<file path="config.mk">
export PLATFORM = sky130hd
export DESIGN_NAME = calc_arbiter_flat
export DESIGN_NICKNAME = d
export VERILOG_FILES = /design/src/rtl/calc_pkg.sv /design/src/rtl/calc_arbiter_if.sv /design/src/rtl/combinational_calculator.sv /design/src/rtl/calc_arbiter.sv /design/src/flat_wrapper.sv
export SDC_FILE = /design/constraint.sdc
export NUM_CORES = 2
export LEC_CHECK = 0
export CORE_AREA = 2 2 323 325
export DETAILED_ROUTE_END_ITERATION = 16
export DIE_AREA = 0 0 325 327
export PLACE_DENSITY = 0.77
export SLEW_MARGIN = 20
export SYNTH_ARGS = -nofsm -noshare
export SYNTH_HDL_FRONTEND = slang
export SYNTH_SLANG_ARGS = --single-unit
export TNS_END_PERCENT = 10
</file>
<file path="constraint.sdc">
create_clock -name clk -period 85.2 [get_ports clk]
set_clock_uncertainty 0.2 [all_clocks]
set_input_delay 25.56 -clock clk [delete_from_list [all_inputs] [get_ports clk]]
set_output_delay 25.56 -clock clk [all_outputs]
set_load 0.1 [all_outputs]
</file>
<file path="src/rtl/calc_pkg.sv">
// Shared definitions for the calc_arbiter slice.
//   - op codes for the four-operation calculator
//   - FSM state encoding of the arbiter
//   - result substituted for a divide by zero
package calc_pkg;

  typedef enum logic [1:0] {
    SUM = 2'd0,
    SUB = 2'd1,
    MUL = 2'd2,
    DIV = 2'd3
  } op_t;

  typedef enum logic [1:0] {
    IDLE = 2'd0,
    EXEC = 2'd1,
    RESP = 2'd2
  } state_t;

  localparam logic [31:0] DIVZERO_RESULT = 32'hFFFF_FFFF;

  // MUL and DIV are the long operations (op[1] set); they get extra EXEC cycles.
  function automatic logic is_muldiv(input logic [1:0] op);
    return op[1];
  endfunction

endpackage

</file>
<file path="src/rtl/calc_arbiter_if.sv">
// Bus between the two clients and calc_arbiter.
//   req0_*/req1_*   : request channels (valid, ready, op, val1, val2)
//   resp0_*/resp1_* : response channels (valid, ready); resp_data and
//                     resp_divzero are shared by both response ports
//   busy            : arbiter FSM not idle
//   dbg_state       : current arbiter FSM state, for observation only
//
// Handshake rule for every channel: a transfer happens in a cycle where both
// valid and ready are high at the rising clock edge. A source that raises
// valid keeps it (and its payload) until that transfer; ready may depend
// combinationally on valid, valid never depends on ready.
interface calc_arbiter_if;
  import calc_pkg::*;

  logic        req0_valid;
  logic        req0_ready;
  logic [1:0]  req0_op;
  logic [31:0] req0_val1;
  logic [31:0] req0_val2;

  logic        req1_valid;
  logic        req1_ready;
  logic [1:0]  req1_op;
  logic [31:0] req1_val1;
  logic [31:0] req1_val2;

  logic        resp0_valid;
  logic        resp0_ready;
  logic        resp1_valid;
  logic        resp1_ready;
  logic [31:0] resp_data;
  logic        resp_divzero;

  logic        busy;
  state_t      dbg_state;

  modport slave (
    input  req0_valid, req0_op, req0_val1, req0_val2,
    input  req1_valid, req1_op, req1_val1, req1_val2,
    input  resp0_ready, resp1_ready,
    output req0_ready, req1_ready,
    output resp0_valid, resp1_valid, resp_data, resp_divzero,
    output busy, dbg_state
  );

  modport master (
    output req0_valid, req0_op, req0_val1, req0_val2,
    output req1_valid, req1_op, req1_val1, req1_val2,
    output resp0_ready, resp1_ready,
    input  req0_ready, req1_ready,
    input  resp0_valid, resp1_valid, resp_data, resp_divzero,
    input  busy, dbg_state
  );

endinterface

</file>
<file path="src/rtl/combinational_calculator.sv">
// Purely combinational 32-bit unsigned calculator.
//   op          : SUM/SUB/MUL/DIV
//   val1, val2  : operands A and B
//   result      : A op B truncated to 32 bits; DIVZERO_RESULT for A/0
//   div_by_zero : high when op is DIV and B is zero
module combinational_calculator
  import calc_pkg::*;
(
  input  logic [1:0]  op,
  input  logic [31:0] val1,
  input  logic [31:0] val2,
  output logic [31:0] result,
  output logic        div_by_zero
);

  always_comb begin
    result      = '0;
    div_by_zero = (op == DIV) && (val2 == '0);
    case (op)
      SUM:     result = val1 + val2;
      SUB:     result = val1 - val2;
      MUL:     result = val1 * val2;
      DIV:     result = div_by_zero ? DIVZERO_RESULT : (val1 / val2);
      default: result = '0;
    endcase
  end

endmodule

</file>
<file path="src/rtl/calc_arbiter.sv">
// Round-robin arbiter sharing one calculator between two requesters.
//   clk, rst : clock (rising edge) and synchronous active-high reset
//   bus      : request/response channels, busy and FSM state (calc_arbiter_if)
// Parameter MULDIV_WAIT (0..15): extra EXEC cycles for MUL/DIV so the
// calculator can be constrained as a multicycle path.
module calc_arbiter
  import calc_pkg::*;
#(
  parameter int MULDIV_WAIT = 2
) (
  input  logic          clk,
  input  logic          rst,
  calc_arbiter_if.slave bus
);

  state_t      state, state_nxt;
  logic        last_grant;
  logic        owner;
  logic [1:0]  op_q;
  logic [31:0] val1_q, val2_q;
  logic [3:0]  wait_cnt;
  logic [31:0] resp_data_q;
  logic        divzero_q;

  logic        any_valid;
  logic        grant;
  logic        accept;
  logic        resp_take;
  logic [1:0]  sel_op;
  logic [31:0] sel_val1, sel_val2;
  logic [31:0] calc_result;
  logic        calc_divzero;

  // Single requester wins outright; with both valid the one that did not
  // win last time gets the slot.
  assign any_valid = bus.req0_valid | bus.req1_valid;
  assign grant     = (bus.req0_valid && bus.req1_valid) ? ~last_grant : bus.req1_valid;
  assign accept    = !rst && (state == IDLE) && any_valid;
  assign resp_take = (state == RESP) && (owner ? bus.resp1_ready : bus.resp0_ready);

  assign sel_op   = grant ? bus.req1_op   : bus.req0_op;
  assign sel_val1 = grant ? bus.req1_val1 : bus.req0_val1;
  assign sel_val2 = grant ? bus.req1_val2 : bus.req0_val2;

  combinational_calculator u_calc (
    .op          (op_q),
    .val1        (val1_q),
    .val2        (val2_q),
    .result      (calc_result),
    .div_by_zero (calc_divzero)
  );

  always_ff @(posedge clk) begin
    if (rst) begin
      state       <= IDLE;
      last_grant  <= 1'b1;
      owner       <= 1'b0;
      op_q        <= SUM;
      val1_q      <= '0;
      val2_q      <= '0;
      wait_cnt    <= '0;
      resp_data_q <= '0;
      divzero_q   <= 1'b0;
    end else begin
      state <= state_nxt;
      if (accept) begin
        last_grant <= grant;
        owner      <= grant;
        op_q       <= sel_op;
        val1_q     <= sel_val1;
        val2_q     <= sel_val2;
        wait_cnt   <= is_muldiv(sel_op) ? 4'(MULDIV_WAIT) : 4'd0;
      end else if (state == EXEC) begin
        if (wait_cnt != 4'd0) begin
          wait_cnt <= wait_cnt - 4'd1;
        end else begin
          resp_data_q <= calc_result;
          divzero_q   <= calc_divzero;
        end
      end
    end
  end

  // Next state and handshake outputs.
  always_comb begin
    state_nxt       = state;
    bus.req0_ready  = 1'b0;
    bus.req1_ready  = 1'b0;
    bus.resp0_valid = 1'b0;
    bus.resp1_valid = 1'b0;
    case (state)
      IDLE: begin
        bus.req0_ready = accept && !grant;
        bus.req1_ready = accept && grant;
        if (accept) state_nxt = EXEC;
      end
      EXEC: begin
        if (wait_cnt == 4'd0) state_nxt = RESP;
      end
      RESP: begin
        bus.resp0_valid = !owner;
        bus.resp1_valid = owner;
        if (resp_take) state_nxt = IDLE;
      end
      default: state_nxt = IDLE;
    endcase
  end

  assign bus.resp_data    = resp_data_q;
  assign bus.resp_divzero = divzero_q;
  assign bus.busy         = (state != IDLE);
  assign bus.dbg_state    = state;

endmodule

</file>
<file path="src/flat_wrapper.sv">
// flat-port wrapper written by rule: the top's interface ports become plain ports
module calc_arbiter_flat import calc_pkg::*;
#(
  parameter int MULDIV_WAIT = 2
)
  (clk, rst, bus_req0_valid, bus_req0_op, bus_req0_val1, bus_req0_val2, bus_req1_valid, bus_req1_op, bus_req1_val1, bus_req1_val2, bus_resp0_ready, bus_resp1_ready, bus_req0_ready, bus_req1_ready, bus_resp0_valid, bus_resp1_valid, bus_resp_data, bus_resp_divzero, bus_busy, bus_dbg_state);
  calc_arbiter_if bus_i ();
  input  logic clk;
  input  logic rst;
  input wire logic [$bits(bus_i.req0_valid)-1:0] bus_req0_valid;
  input wire logic [$bits(bus_i.req0_op)-1:0] bus_req0_op;
  input wire logic [$bits(bus_i.req0_val1)-1:0] bus_req0_val1;
  input wire logic [$bits(bus_i.req0_val2)-1:0] bus_req0_val2;
  input wire logic [$bits(bus_i.req1_valid)-1:0] bus_req1_valid;
  input wire logic [$bits(bus_i.req1_op)-1:0] bus_req1_op;
  input wire logic [$bits(bus_i.req1_val1)-1:0] bus_req1_val1;
  input wire logic [$bits(bus_i.req1_val2)-1:0] bus_req1_val2;
  input wire logic [$bits(bus_i.resp0_ready)-1:0] bus_resp0_ready;
  input wire logic [$bits(bus_i.resp1_ready)-1:0] bus_resp1_ready;
  output wire logic [$bits(bus_i.req0_ready)-1:0] bus_req0_ready;
  output wire logic [$bits(bus_i.req1_ready)-1:0] bus_req1_ready;
  output wire logic [$bits(bus_i.resp0_valid)-1:0] bus_resp0_valid;
  output wire logic [$bits(bus_i.resp1_valid)-1:0] bus_resp1_valid;
  output wire logic [$bits(bus_i.resp_data)-1:0] bus_resp_data;
  output wire logic [$bits(bus_i.resp_divzero)-1:0] bus_resp_divzero;
  output wire logic [$bits(bus_i.busy)-1:0] bus_busy;
  output wire logic [$bits(bus_i.dbg_state)-1:0] bus_dbg_state;
  assign bus_i.req0_valid = bus_req0_valid;
  assign bus_i.req0_op = bus_req0_op;
  assign bus_i.req0_val1 = bus_req0_val1;
  assign bus_i.req0_val2 = bus_req0_val2;
  assign bus_i.req1_valid = bus_req1_valid;
  assign bus_i.req1_op = bus_req1_op;
  assign bus_i.req1_val1 = bus_req1_val1;
  assign bus_i.req1_val2 = bus_req1_val2;
  assign bus_i.resp0_ready = bus_resp0_ready;
  assign bus_i.resp1_ready = bus_resp1_ready;
  assign bus_req0_ready = bus_i.req0_ready;
  assign bus_req1_ready = bus_i.req1_ready;
  assign bus_resp0_valid = bus_i.resp0_valid;
  assign bus_resp1_valid = bus_i.resp1_valid;
  assign bus_resp_data = bus_i.resp_data;
  assign bus_resp_divzero = bus_i.resp_divzero;
  assign bus_busy = bus_i.busy;
  assign bus_dbg_state = bus_i.dbg_state;
  calc_arbiter #(.MULDIV_WAIT(MULDIV_WAIT)) u_core (.clk(clk), .rst(rst), .bus(bus_i));
endmodule
</file>
* After elaboration in Yosys (flattened, before gate mapping)
Cells that the tools add are included.
Widths: inputs -> output; s select.
** Cells by class
- Multiply operators :: 1
- $add $sub $neg :: 3
- Reduce and logical (&&, ||, !) cells :: 21
- Divide/modulo/power cells :: 1
- Bitwise gates (word level) :: 4
- Eq/ne operators :: 8
- Mux-type cells :: 19
** Operators with widths (number)
- $pmux 32 s4 :: 1
- $mux 32 :: 3
- $add 32x32->32 :: 1
- $div 32x32->32 :: 1
- $logic_not 32->1 :: 1
- $mul 32x32->32 :: 1
- $sub 32x32->32 :: 1
- $mux 4 :: 3
- $mux 2 :: 5
- $logic_and 1x1->1 :: 7
- $eq 2x2->1 const B :: 3
- $mux 1 :: 6
- $pmux 2 s3 :: 1
- $reduce_and 3->1 :: 2
- $reduce_bool 2->1 :: 3
- $eq 2x1->1 const B :: 2
- $logic_not 2->1 :: 2
- $logic_not 4->1 :: 1
- $ne 2x1->1 const B :: 2
- $reduce_bool 4->1 :: 1
- $sub 4x1->4 const B :: 1
- $logic_not 1->1 :: 3
- $not 1->1 :: 3
- $ne 2x2->1 const B :: 1
- 2 further kinds :: 2
** Word-level totals
- Logic and storage cells :: 66
- Input bits :: 138
- Register bits after elaboration :: 107
- Output and inout port bits :: 40

* Longest topological paths before layout
- Depth after elaboration :: 5
- Mapped depth :: 348
- Gate-level depth less buffers :: 318

* Hierarchy
A second synthesis with hierarchy kept.
** Second synthesis, totals
- Cells, all modules :: 6978
- Area, all modules :: 51486.9 µm²
** Modules (own cells, without submodules)
- combinational_calculator :: cells each 6514, instances 1, area an instance 47062.6 µm², seq. area each 0.0 µm²
- calc_arbiter :: cells each 464, instances 1, area an instance 4424.2 µm², seq. area each 2142.1 µm²

* Worst setup path after synthesis
Ideal clock, no wire load.
- Path kind :: register -> register
- Start point :: reg u_core.val2_q[29]
- End point :: reg u_core.resp_data_q[0], in the netlist u_core.bus.resp_data[0]
- Setup time :: 0.145 ns
- Slack :: 16.462 ns
- Clock period less this slack :: 68.738 ns
- Data required time :: 84.855 ns
- Buffers on the path :: 42
- Stages on the path, launching flop included :: 322
- Arrival :: 68.393 ns
- Cells stage by stage :: dfxtp_1 -> buf_2 -> or4_4 -> nor4_4 -> and3_1 -> buf_4 -> clkbuf_1 -> nand2_1 -> nor2_1 -> a21oi_1 -> a21oi_1 -> ha_1 -> or4b_2 -> nand2_1 -> o31a_1 -> inv_1 -> ha_1 -> o211ai_1 -> (+286 left out) -> clkbuf_1 -> nor2_1 -> a21oi_1 -> ha_1 -> a21o_1 -> a21o_1 -> a21o_1 -> a21o_1 -> a21o_1 -> a21o_1 -> a21oi_1 -> nor2b_1 -> o21ai_0 -> nand2b_1 -> a21oi_1 -> nor2b_1 -> o21ai_0 -> a221oi_1
** On the way
- Word-level cells in the longest chain between the ends :: 4
- Elaborated cells on any way between the ends :: 5
- Classes of those cells :: 1 x div; 2 x mux; 2 x reduce/logical
** RTL lines
- from (decl) :: line calc_arbiter.sv:20 : logic [31:0] val1_q, val2_q;
- from (signal assigned) :: line calc_arbiter.sv:71 : val2_q <= sel_val2;
- parallel branches: the longest is 2 deep, another holds $div 32x32->32
- $mux 32 * :: line combinational_calculator.sv:23 : DIV: result = div_by_zero ? DIVZERO_RESULT : (val1 / val2);
- $pmux 32 s4 * :: line combinational_calculator.sv:19 : case (op)
- to (signal assigned) :: line calc_arbiter.sv:77 : resp_data_q <= calc_result;
- to (decl) :: line calc_arbiter.sv:22 : logic [31:0] resp_data_q;
Every way passes the cells marked *.
A chain may end at the register's enable or synchronous reset.

* Worst setup path in the final report
- Start point :: reg u_core.val2_q[24]
- End point :: reg u_core.resp_data_q[0], in the netlist u_core.bus.resp_data[0]
Same word-level chain as after synthesis.

==> metrics.md <==
| Metric | Value |
|---|---|
| Ys flop type | dfxtp_1 |
| Unrepaired setup endpoints after global routing | false |
| Top post-synthesis cells by area | ha_1, fa_1, nand2_1 |
| Number of instances in the placed design | 8,316 |
| Global route overflow | 0 |
| Avg Vias per Cell | 6.45 |
| Path class of the lowest-slack min-delay path | flip-flop to flip-flop |
| Die X | 325 microns |
| Cell area after technology mapping | 51,000 sq um |
| Final number of hold-violating endpoints | 0 |
| Insertion delay to the later sink of the worst-skew pair | 440 ps |
| Endpoint type of the worst setup path | flip-flop |
| Share of final-layout standard cells stronger than drive strength 1 | 5.67% |
| Total Wirelength | 210 mm |
| Number of port buffers | 177 |
| Top fanout value on the critical path | 34 |
| Synth warn | 0 |
| Ports | 178 |
| Max Cap Viol | 0 |
| Timing-limited maximum frequency | 0.0124 GHz |
| Total Nets Final | 8,191 |
| Post-Synthesis Cells | 6,945 |
| Core Area | 103,000 sq um |
| Result of the run | finished, final reports clean |
| Vias in the first global route | 52.2k |
| Post-synth top area share | 16.9% |
| Full die area | 106,000 sq um |
| Fraction of registers with async set or reset after synthesis | 0% |
| Total non-filler cell area in the finished layout | 54,900 sq um |
| # clock sinks | 107 |
| Worst Setup Slack post-DPL | 1110 ps |
| Post-Layout Cell Count | 8,347 |
| Instance area after placement | 54,300 sq um |
| Yosys top cell by area | ha_1 |
| Seq/Total Area, Yosys | 4.20% |
| Critical Path AT | 80,730 ps |
| Multi-input gate area | 45,500 sq um |
| Largest net degree at the start of global routing | 85 |
| Most frequent cell after synthesis | nand2_1 |
| Length of the first detailed-routing pass in iterations | 8 |
| Final weighted congestion of routability-driven global placement | 1.08 |
| TritonCTS clock tree | built |
| Slew at the pin closest to its max-slew limit | 1210 ps |
| Post-synth EDFFs | 0 |
| Clock-pin slew reported for the worst setup and hold paths after clock tree synthesis | 90 ps |
| Kind of launch point of the worst setup path | flip-flop |
| Relative max-transition margin | 19.2% |
| Sequential cell area | 2140 sq um |
| H-tree depth | 3 |
| Required time at the endpoint of the critical path | 85,240 ps |
| Total clock buffers created by CTS | 9 |
| CTS Root Cell | clkbuf_16 |
| Initial cell density of the core | 49.5% |
| Number of synthesized register bits | 107 |
| Max-slew violation total from the final report | 0 |
| Bufs on Longest Clock Path | 2 |
| Die span in y | 327 microns |
| Site Rows | 118 |
| Wire length of the first global-routing pass | 315 mm |
| Post-synth cell types | 99 |
| Via total after detailed routing | 53.8k |
| Final cycle utilization of the critical path | 94.7% |
| Most common cell on crit path | a21oi_1 |
| Final routed DRC violation total | 0 |
| Largest incremental delay on the critical path | 760 ps |
| Mean instance size in the synthesized netlist | 7.34 sq um |
| Most used standard cells in the synthesized netlist | nand2_1, ha_1, nor2_1, inv_1, a21oi_1 |
| DR iter-0 viols | 6,015 |
| Setup TNS Final | 0 ps |
| Start-to-end type of the worst setup path | flip-flop to flip-flop |
| Half-perimeter wire length after placement | 162 mm |
| Layout overhead on the synthesized area | 7.78% |
| Tot GR Track Use | 38.5% |
| Number of routed nets with antenna violations | 0 |
| Number of inserted filler cells in the final layout | 10.1k |
| Antenna violations before repair | 6 |
| Cell at the slowest stage of the critical path | a221oi_1 |
| Detail-routed net length per standard cell | 25.1 microns |
| Synth Net Count | 8,180 |
| Post-CTS Hold Buffers | 0 |
| Final setup viols | 0 |
| Final setup margin | 4520 ps |
| Minimum clock period after layout | 80,680 ps |
==> placed cells by master, fill, tap and decap left out, drive strengths merged, types with 151 or more instances in the layout <==
master / instances
nand2: 904
o21ai: 292
nor3: 151
fa: 409
a21o: 170
xnor2: 304
nor2: 658
inv: 659
xor2: 178
clkdlybuf4s50: 175
a21oi: 476
ha: 688
==> timing repair <==
| action | CTS | global route |
|---|---|---|
| setup endpoints to repair | 0 | 3 |
| buffers inserted | 0 | 8 |
| gates resized for setup | 0 | 44 |
==> metrics by stage <==
step           utilization [%]  hold WS, ps
3_5_place_dp              52.8          287
3_3_place_gp              52.8          267
2_1_floorplan                -          233
4_1_cts                   53.1          299
6_report                  53.4          300
5_1_grt                   53.4          300
==> worst paths after layout <==
path | startpoint | end | slack [ps] | cells after the start
setup / recovery | u_core.val2_q[24]$_SDFFE_PP0P_ | u_core.bus.resp_data[0]$_SDFFE_PP0P_ | 4520 | 300
hold / removal | u_core.bus.resp_data[0]$_SDFFE_PP0P_ | u_core.bus.resp_data[0]$_SDFFE_PP0P_ | 300 | 2
setup reg to reg | u_core.val2_q[24]$_SDFFE_PP0P_ | u_core.bus.resp_data[0]$_SDFFE_PP0P_ | 4520 | 300
hold reg to reg | u_core.bus.resp_data[0]$_SDFFE_PP0P_ | u_core.bus.resp_data[0]$_SDFFE_PP0P_ | 300 | 2
==> routing by layer <==
layer  track usage, %  vias to the layer above  wire, microns  share of wire (%)
li1                 -                    24100              -                  -
met1             47.7                    25400          79000                 38
met2             59.4                     3387          89200                 42
met3             10.8                      963          25900                 12
met4             23.8                        8          15700                7.5
met5                0                        -             48              0.023
==> logic make-up after synthesis <==
group	after synthesis	share of synthesized area, %
muxes	173	3.58
buffers and inverters	970	7.23
xor gates and xnor gates	482	8.28
DFF	107	4.20
adders and majority gates	1097	32.9
and+or+nand+nor	2395	21.5
AOI/OAI and AO/OA	1721	22.3
==> area by class of cell <==
type | instances | share of cell area (%)
multi-input combinational | 5868 | 82.8
timing repair buffer | 312 | 5.06
clock buffer | 9 | 0.410
sequential | 107 | 3.90
inverter | 658 | 4.50
clock inverter | 7 | 0.210
antenna | 6 | 0.0273
tap | 1380 | 3.14
==> state kept, by name, summed over array words and instances, names as in the netlist <==
| signal | flops |
|---|---|
| u_core.val2_q | 32 |
| u_core.op_q | 2 |
| u_core.bus.resp_divzero | 1 |
| u_core.last_grant | 1 |
| u_core.owner | 1 |
| u_core.bus.dbg_state | 2 |
| u_core.val1_q | 32 |
| u_core.wait_cnt | 4 |
| u_core.bus.resp_data | 32 |
==> critical path, delay by kind of cell (launching register included) <==
kind	cells	cell delay (ps)
buffers and inverters	22	4150
adder cells (fa/ha/maj)	31	10240
AND/OR/NAND/NOR	85	20160
AO/OA/AOI/OAI	158	43470
multiplexers	4	1450
flip-flops	1	590
Power is left out: the tool's default activity adds up to more than one toggle a clock period on the data nets, which glitch-free logic cannot reach.
